<file path="src/rtl/sum_accumulator.sv">
// Windowed accumulator for the registered adder sum.
// It collects N_SAMPLES accepted sums and presents the saturated total on a valid/ready port.
module sum_accumulator #(
    parameter int SUM_W     = 5,
    parameter int ACC_W     = 12,
    parameter int N_SAMPLES = 8
) (
    input  logic             clk,
    input  logic             rst,
    input  logic             start,
    input  logic             in_valid,
    input  logic [SUM_W-1:0] sum_in,
    input  logic             out_ready,
    output logic             out_valid,
    output logic [ACC_W-1:0] acc_out,
    output logic [7:0]       sample_cnt,
    output logic             busy,
    output logic             overflow
);

    localparam logic [1:0] IDLE  = 2'd0;
    localparam logic [1:0] ACCUM = 2'd1;
    localparam logic [1:0] DONE  = 2'd2;

    localparam int         EXT_W = ACC_W + 1;
    localparam logic [7:0] LAST  = 8'(N_SAMPLES);

    logic [1:0]       state;
    logic [ACC_W:0]   sum_ext;
    logic [7:0]       cnt_next;
    logic             last_sample;

    // One extra carry bit detects when the true total leaves the ACC_W range.
    assign sum_ext     = {1'b0, acc_out} + EXT_W'(sum_in);
    assign cnt_next    = sample_cnt + 8'd1;
    assign last_sample = (cnt_next == LAST);

    assign busy      = (state == ACCUM);
    assign out_valid = (state == DONE);

    always_ff @(posedge clk) begin
        if (rst) begin
            state      <= IDLE;
            acc_out    <= '0;
            sample_cnt <= '0;
            overflow   <= 1'b0;
        end else begin
            case (state)
                IDLE: begin
                    if (start) begin
                        acc_out    <= '0;
                        sample_cnt <= '0;
                        overflow   <= 1'b0;
                        state      <= ACCUM;
                    end
                end
                ACCUM: begin
                    if (in_valid) begin
                        if (sum_ext[ACC_W]) begin
                            acc_out  <= '1;
                            overflow <= 1'b1;
                        end else begin
                            acc_out <= sum_ext[ACC_W-1:0];
                        end
                        sample_cnt <= cnt_next;
                        if (last_sample) begin
                            state <= DONE;
                        end
                    end
                end
                DONE: begin
                    // Results stay frozen until the consumer takes them.
                    if (out_ready) begin
                        if (start) begin
                            acc_out    <= '0;
                            sample_cnt <= '0;
                            overflow   <= 1'b0;
                            state      <= ACCUM;
                        end else begin
                            state <= IDLE;
                        end
                    end
                end
                default: begin
                    state <= IDLE;
                end
            endcase
        end
    end

endmodule

</file>
<file path="config.mk">
export PLATFORM = sky130hd
export DESIGN_NAME = sum_accumulator
export DESIGN_NICKNAME = d
export VERILOG_FILES = /design/src/rtl/sum_accumulator.sv
export SDC_FILE = /design/constraint.sdc
export NUM_CORES = 1
export LEC_CHECK = 0
export CORE_AREA = 2 2 64 66
export CTS_BUF_LIST = sky130_fd_sc_hd__clkbuf_2 sky130_fd_sc_hd__clkbuf_4 sky130_fd_sc_hd__clkbuf_8
export CTS_CLUSTER_DIAMETER = 40
export DETAILED_ROUTE_END_ITERATION = 8
export DIE_AREA = 0 0 66 68
export GPL_TIMING_DRIVEN = 0
export SLEW_MARGIN = 25
export SYNTH_ARGS = -nofsm -noshare
export SYNTH_HDL_FRONTEND = slang
export SYNTH_SLANG_ARGS = --single-unit
</file>
<file path="constraint.sdc">
create_clock -name clk -period 5.23 [get_ports clk]
set_input_delay 0.7845 -clock clk [delete_from_list [all_inputs] [get_ports clk]]
set_output_delay 0.7845 -clock clk [all_outputs]
set_load 0.1 [all_outputs]
</file>
======== Yosys cells after proc, flatten, opt, wreduce, memory -nomap -nowiden ========
Index checks and enable logic that the tools add are counted.
storage, ports and cells
  flip-flop bits (word level) ............. 23
  input port bits ......................... 10
  output and inout port bits .............. 23
cells by class
  add/subtract/negate cells ............... 2
  eq/ne operators ......................... 8
  mux-type cells .......................... 20
  reduce and logical (&&, ||, !) cells .... 5
operator list
  kind                                                                      number
  12-bit two-way mux                                                        4
  12-bit one-hot mux with 3 select lines                                    1
  8-bit two-way mux                                                         3
  8-bit one-hot mux with 3 select lines                                     1
  12-bit by 5-bit adder with 13-bit output                                  1
  8-bit by 1-bit adder with 8-bit output (second input constant)            1
  8-bit by 4-bit == test with 1-bit output (second input constant)          1
  2-bit two-way mux                                                         4
  4-bit AND reduction                                                       2
  2-bit inequality test (second input constant)                             3
  2-bit one-hot mux with 3 select lines                                     1
  1-bit two-way mux                                                         5
  2-bit by 1-bit inequality test with 1-bit output (second input constant)  2
  1-bit one-hot mux with 3 select lines                                     1
  3-bit AND reduction                                                       1
  3-bit nonzero test                                                        1
  2-bit by 1-bit == test with 1-bit output (second input constant)          1
  2-bit == test (second input constant)                                     1
  2-bit logical NOT                                                         1

======== Longest topological paths before layout ========
  depth in word-level cells ............... 5
  mapped depth ............................ 7

======== Least setup slack after synthesis ========
OpenSTA, ideal clock, no wires.
  path kind ............................... register -> register
  start ................................... reg acc_out[1]
  end ..................................... reg acc_out[11]
  library setup time ...................... 117 ps
  arrival time ............................ 2,478 ps
  required time ........................... 5,113 ps
  slack ................................... 2,634 ps
  cell stages (with the launch flop) ...... 7
  path buffers ............................ 0
  period minus slack after synthesis ...... 2,596 ps
  cell sequence ........................... dfxtp_1 > ha_1 > a211oi_2 > nor2_1 > a41oi_2 > mux2_2 > a32o_1
between the ends
  word-level cells in the longest chain between the ends .. 4
ends and longest elaborated chain
  what                                      RTL line  source
  from (decl)                               15        output logic [ACC_W-1:0] acc_out,
  from (signal assigned)                    63        acc_out <= sum_ext[ACC_W-1:0];
  12-bit by 5-bit adder with 13-bit output  34        assign sum_ext = {1'b0, acc_out} + EXT_W'(sum_in);
  12-bit two-way mux                        59        if (sum_ext[ACC_W]) begin
  12-bit two-way mux                        58        if (in_valid) begin
  12-bit one-hot mux with 3 select lines    48        case (state)
No other way between the ends. The select of a mux whose other input is x is not followed.
A chain may end at the register's enable or synchronous reset.

======== Worst setup path after layout ========
  start ................................... in sum_in[0]
  end ..................................... reg acc_out[11]
between the ends
  word-level cells in the longest chain between the ends .. 4
ends and longest elaborated chain
  what                                      RTL line  source
  from (decl)                               12        input logic [SUM_W-1:0] sum_in,
  12-bit by 5-bit adder with 13-bit output  34
  12-bit two-way mux                        59
  12-bit two-way mux                        58
  12-bit one-hot mux with 3 select lines    48
No other way between the ends. The select of a mux whose other input is x is not followed.

==> run_results.csv <==
group,metric,value,unit
global_routing,grt-ovfl-total,0,
final_layout,finalNetCount,238,
logic_synthesis,postSynthCellCount,184,
floorplan,placement_rows,23,
critical_path,r2r-start,"acc_out[0]",
critical_path,reg2reg_to,"acc_out[11]",
pwr,cellPowerDensity,201,mW/mm^2
final_layout,num_antenna_cells,0,
clock_tree,post_cts.resized_instances,0,
global_routing,grt_max_degree,14,
clock_tree,cts_sinks,23,
logic_synthesis,synth_top_area_cell,"sky130_fd_sc_hd__dfxtp_1",
critical_path,criticalPathCategory,"input port to flop",
floorplan,floorplan.initialDensity,38.4,%
drt,routed_wirelength,4.16,mm
drt,drc,0,
final_layout,layout-drive-gt1-share,8.68,%
drt,post_drt_wl_per_cell,15.5,um
logic_synthesis,synth.distinct_cells,51,
global_routing,grt_util_met3,3.29,%
clock_tree,cts_setup_buffers,0,
floorplan,floorplan.die_area,0.00449,sq mm
pwr,power_leakage,0.000709,uW
global_routing,grt_antenna_before_repair,0,
hold_path,min_delay_worst_endpoint,"acc_out[2]",
clock_tree,clockBufferDepth,2,
global_routing,gr-max-usage-layer,"met2",
timing,timing_worst_slew_pin_value,978,ps
timing,period_share,55.2,%
logic_synthesis,number_of_storage_elements_in_the_synthesis_netlist,23,
logic_synthesis,yosys-top-cells-area,"sky130_fd_sc_hd__dfxtp_1, sky130_fd_sc_hd__ha_1, sky130_fd_sc_hd__a21oi_1, sky130_fd_sc_hd__nor2_1, sky130_fd_sc_hd__nand2_1",
pwr,power,382,uW
final_layout,syn2layout_area_growth,28.3,%
timing,maxClockFrequency,346,MHz
critical_path,critical_path_required,5390,ps
clock_tree,cts_hold_repair.buffers,0,
logic_synthesis,synth.most_common_cell,"sky130_fd_sc_hd__dfxtp_1",
global_routing,globalRouteMet2Util,33.8,%
placed_design,place.gp.congestion,0.850,
placed_design,port_buffers,31,
global_routing,grtUsageMet1,24.9,%
logic_synthesis,share_of_yosys_cell_area_claimed_by_the_top_area_cell_type,31.1,%
drt,antenna_left,0,
critical_path,worstPathArrival,3050,ps
logic_synthesis,yosys_warnings,0,
clock_tree,cts_tree,"done",
clock_tree,cts_root_buf,"sky130_fd_sc_hd__clkbuf_8",
logic_synthesis,syn-mean-instance-area,8.04,sq um
timing,rsz0062_at_grt,"no",
logic_synthesis,synth_seq_area_share,31.1,%
timing,maxSlewViolCount,0,
clock_tree,cts.htree.levels,1,
global_routing,grtUsageTotal,19.8,%
critical_path,worst-r2r-setup-slack,2940,ps
logic_synthesis,netlist_top_cells_count,"sky130_fd_sc_hd__dfxtp_1, sky130_fd_sc_hd__nor2_1, sky130_fd_sc_hd__a21oi_1, sky130_fd_sc_hd__nand2_1, sky130_fd_sc_hd__o21ai_0",
timing,final.setup_skew,6.69,ps
floorplan,fp.coreArea,0.00386,sq mm
timing,hold_viol,0,
critical_path,reg2regPathDepth,7,
hold_path,timing.hold.worst.class,"flop to flop",
critical_path,critPathMaxFanout,5,
floorplan,die-width,66,um
hold_path,worstHoldStart,"acc_out[2]",
timing,period_minus_slack,2890,ps
logic_synthesis,mappedNetlistArea,0.00148,sq mm
logic_synthesis,synthFlopType,"sky130_fd_sc_hd__dfxtp_1",
logic_synthesis,synth.net_count,202,
global_routing,first_global_vias,1528,
floorplan,floorplan.io_pins,33,
timing,totalNegativeSetupSlack,0,ps
logic_synthesis,number_of_enable_type_register_cells_in_the_synthesized_netlist,0,
placed_design,place.detailed.hpwl,3.04,mm
drt,num_vias,1537,
drt,firstDrtPassIters,4,
clock_tree,clk_pin_slew,80,ps
pwr,vdd_ir_drop_max,0.131,mV
clock_tree,cts_inserted_buffers,3,
clock_tree,clk_latency,270,ps
hold_path,hold_depth,2,
run_status,status,"finished, final reports clean",
floorplan,fp.dieH,68,um
global_routing,wire_length_of_the_first_global_routing_pass,6.95,mm
drt,drt-initial-drc-count,76,
run,max_cap_viol_count,0,
logic_synthesis,synth_async_sr_flop_share,0,%
timing,slew_headroom,34.6,%
critical_path,worst_setup_path_end_kind,"flop",
drt,drt-vias-per-instance,5.71,
critical_path,setup.worst_path.start_class,"input port",
timing,final-setup-viol-count,0,
[flip-flops by register name (all words and copies together), names as in the netlist]
signal and count:
acc_out 12, sample_cnt 8, state 2, overflow 1
[placed cells by master (no fill, tap or decap), types with 3 or more instances in the layout]
cell	netlist	layout
sky130_fd_sc_hd__o21ai_0	10	10
sky130_fd_sc_hd__nand3_1	7	7
sky130_fd_sc_hd__mux2i_1	3	3
sky130_fd_sc_hd__clkdlybuf4s50_1	0	31
sky130_fd_sc_hd__xor2_1	3	3
sky130_fd_sc_hd__a31oi_1	6	6
sky130_fd_sc_hd__nor2_1	20	20
sky130_fd_sc_hd__and3_1	5	5
sky130_fd_sc_hd__ha_1	7	7
sky130_fd_sc_hd__dfxtp_1	23	23
sky130_fd_sc_hd__nand2_1	17	17
sky130_fd_sc_hd__nor3_1	7	7
sky130_fd_sc_hd__a21o_1	4	4
sky130_fd_sc_hd__clkbuf_8	0	3
sky130_fd_sc_hd__a21oi_1	17	17
sky130_fd_sc_hd__clkbuf_1	3	3
sky130_fd_sc_hd__nand4_1	4	4
[logic make-up after synthesis]
| group | Yosys count | synth area share (%) |
|---|---|---|
| muxes | 4 | 2.79 |
| AOI/OAI and AO/OA | 58 | 26.8 |
| DFF | 23 | 31.1 |
| buffers and inverters | 11 | 3.21 |
| xor gates and xnor gates | 3 | 1.78 |
| and+or+nand+nor | 77 | 27.1 |
| adders and majority gates | 8 | 7.27 |
[power breakdown]
| part | leakage, uW | switching (uW) | internal (uW) | total [uW] |
|---|---|---|---|---|
| Sequential | 0.000186 | 3.90 | 178 | 182 |
| Clock | 0.0000255 | 60.6 | 53.3 | 114 |
| Combinational | 0.000498 | 59.8 | 26.8 | 86.6 |
[how the worst max path moves through the flow]
stage | from | slack [ps] | cells after the start | endpoint
2_1_floorplan | acc_out[1] | 2630 | 6 | acc_out[11]
6_report | sum_in[0] | 2340 | 8 | acc_out[11]
3_3_place_gp | sum_in[0] | 2110 | 8 | acc_out[11]
4_1_cts | sum_in[0] | 2340 | 8 | acc_out[11]
5_1_grt | sum_in[0] | 2170 | 8 | acc_out[11]
3_5_place_dp | sum_in[0] | 2060 | 8 | acc_out[11]
[cell type report]
type	instances	area, sq um
plain buffers	8	36.3
clock buffers	3	41.3
clock inverters	1	5.00
fillers	399	1960
inverters	3	11.3
multi-input cells	150	972
flip-flops and latches	23	460
well taps	50	62.6
repair buffers	31	310
[routing by layer]
metal	share of wire [%]	routed length (um)	up-vias
met3	4.0	168	10
li1	-	-	760
met2	45	1880	34
met1	49	2030	733
met4	1.9	80	0
met5	0	0	-
[worst max-delay path: stages]
cell and delay (ps):
sky130_fd_sc_hd__clkdlybuf4s50_1 400, sky130_fd_sc_hd__ha_1 250, sky130_fd_sc_hd__fa_1 440, sky130_fd_sc_hd__a211oi_1 360, sky130_fd_sc_hd__o21ai_1 230, sky130_fd_sc_hd__a31oi_1 210
sky130_fd_sc_hd__o21ai_0 100, sky130_fd_sc_hd__a32o_1 270
[per-stage QoR]
step	area [sq um]	instances	utilization, %	setup WS (ps)	hold slack (ps)
6_report	1900	269	49.3	2340	487
5_1_grt	1900	269	49.3	2170	517
4_1_cts	1900	269	49.3	2340	488
3_5_place_dp	1850	265	48.1	2060	476
3_3_place_gp	1850	265	48.1	2110	463
2_1_floorplan	1480	184	-	2630	605
Note: power is estimated with default switching activity, not from simulation.
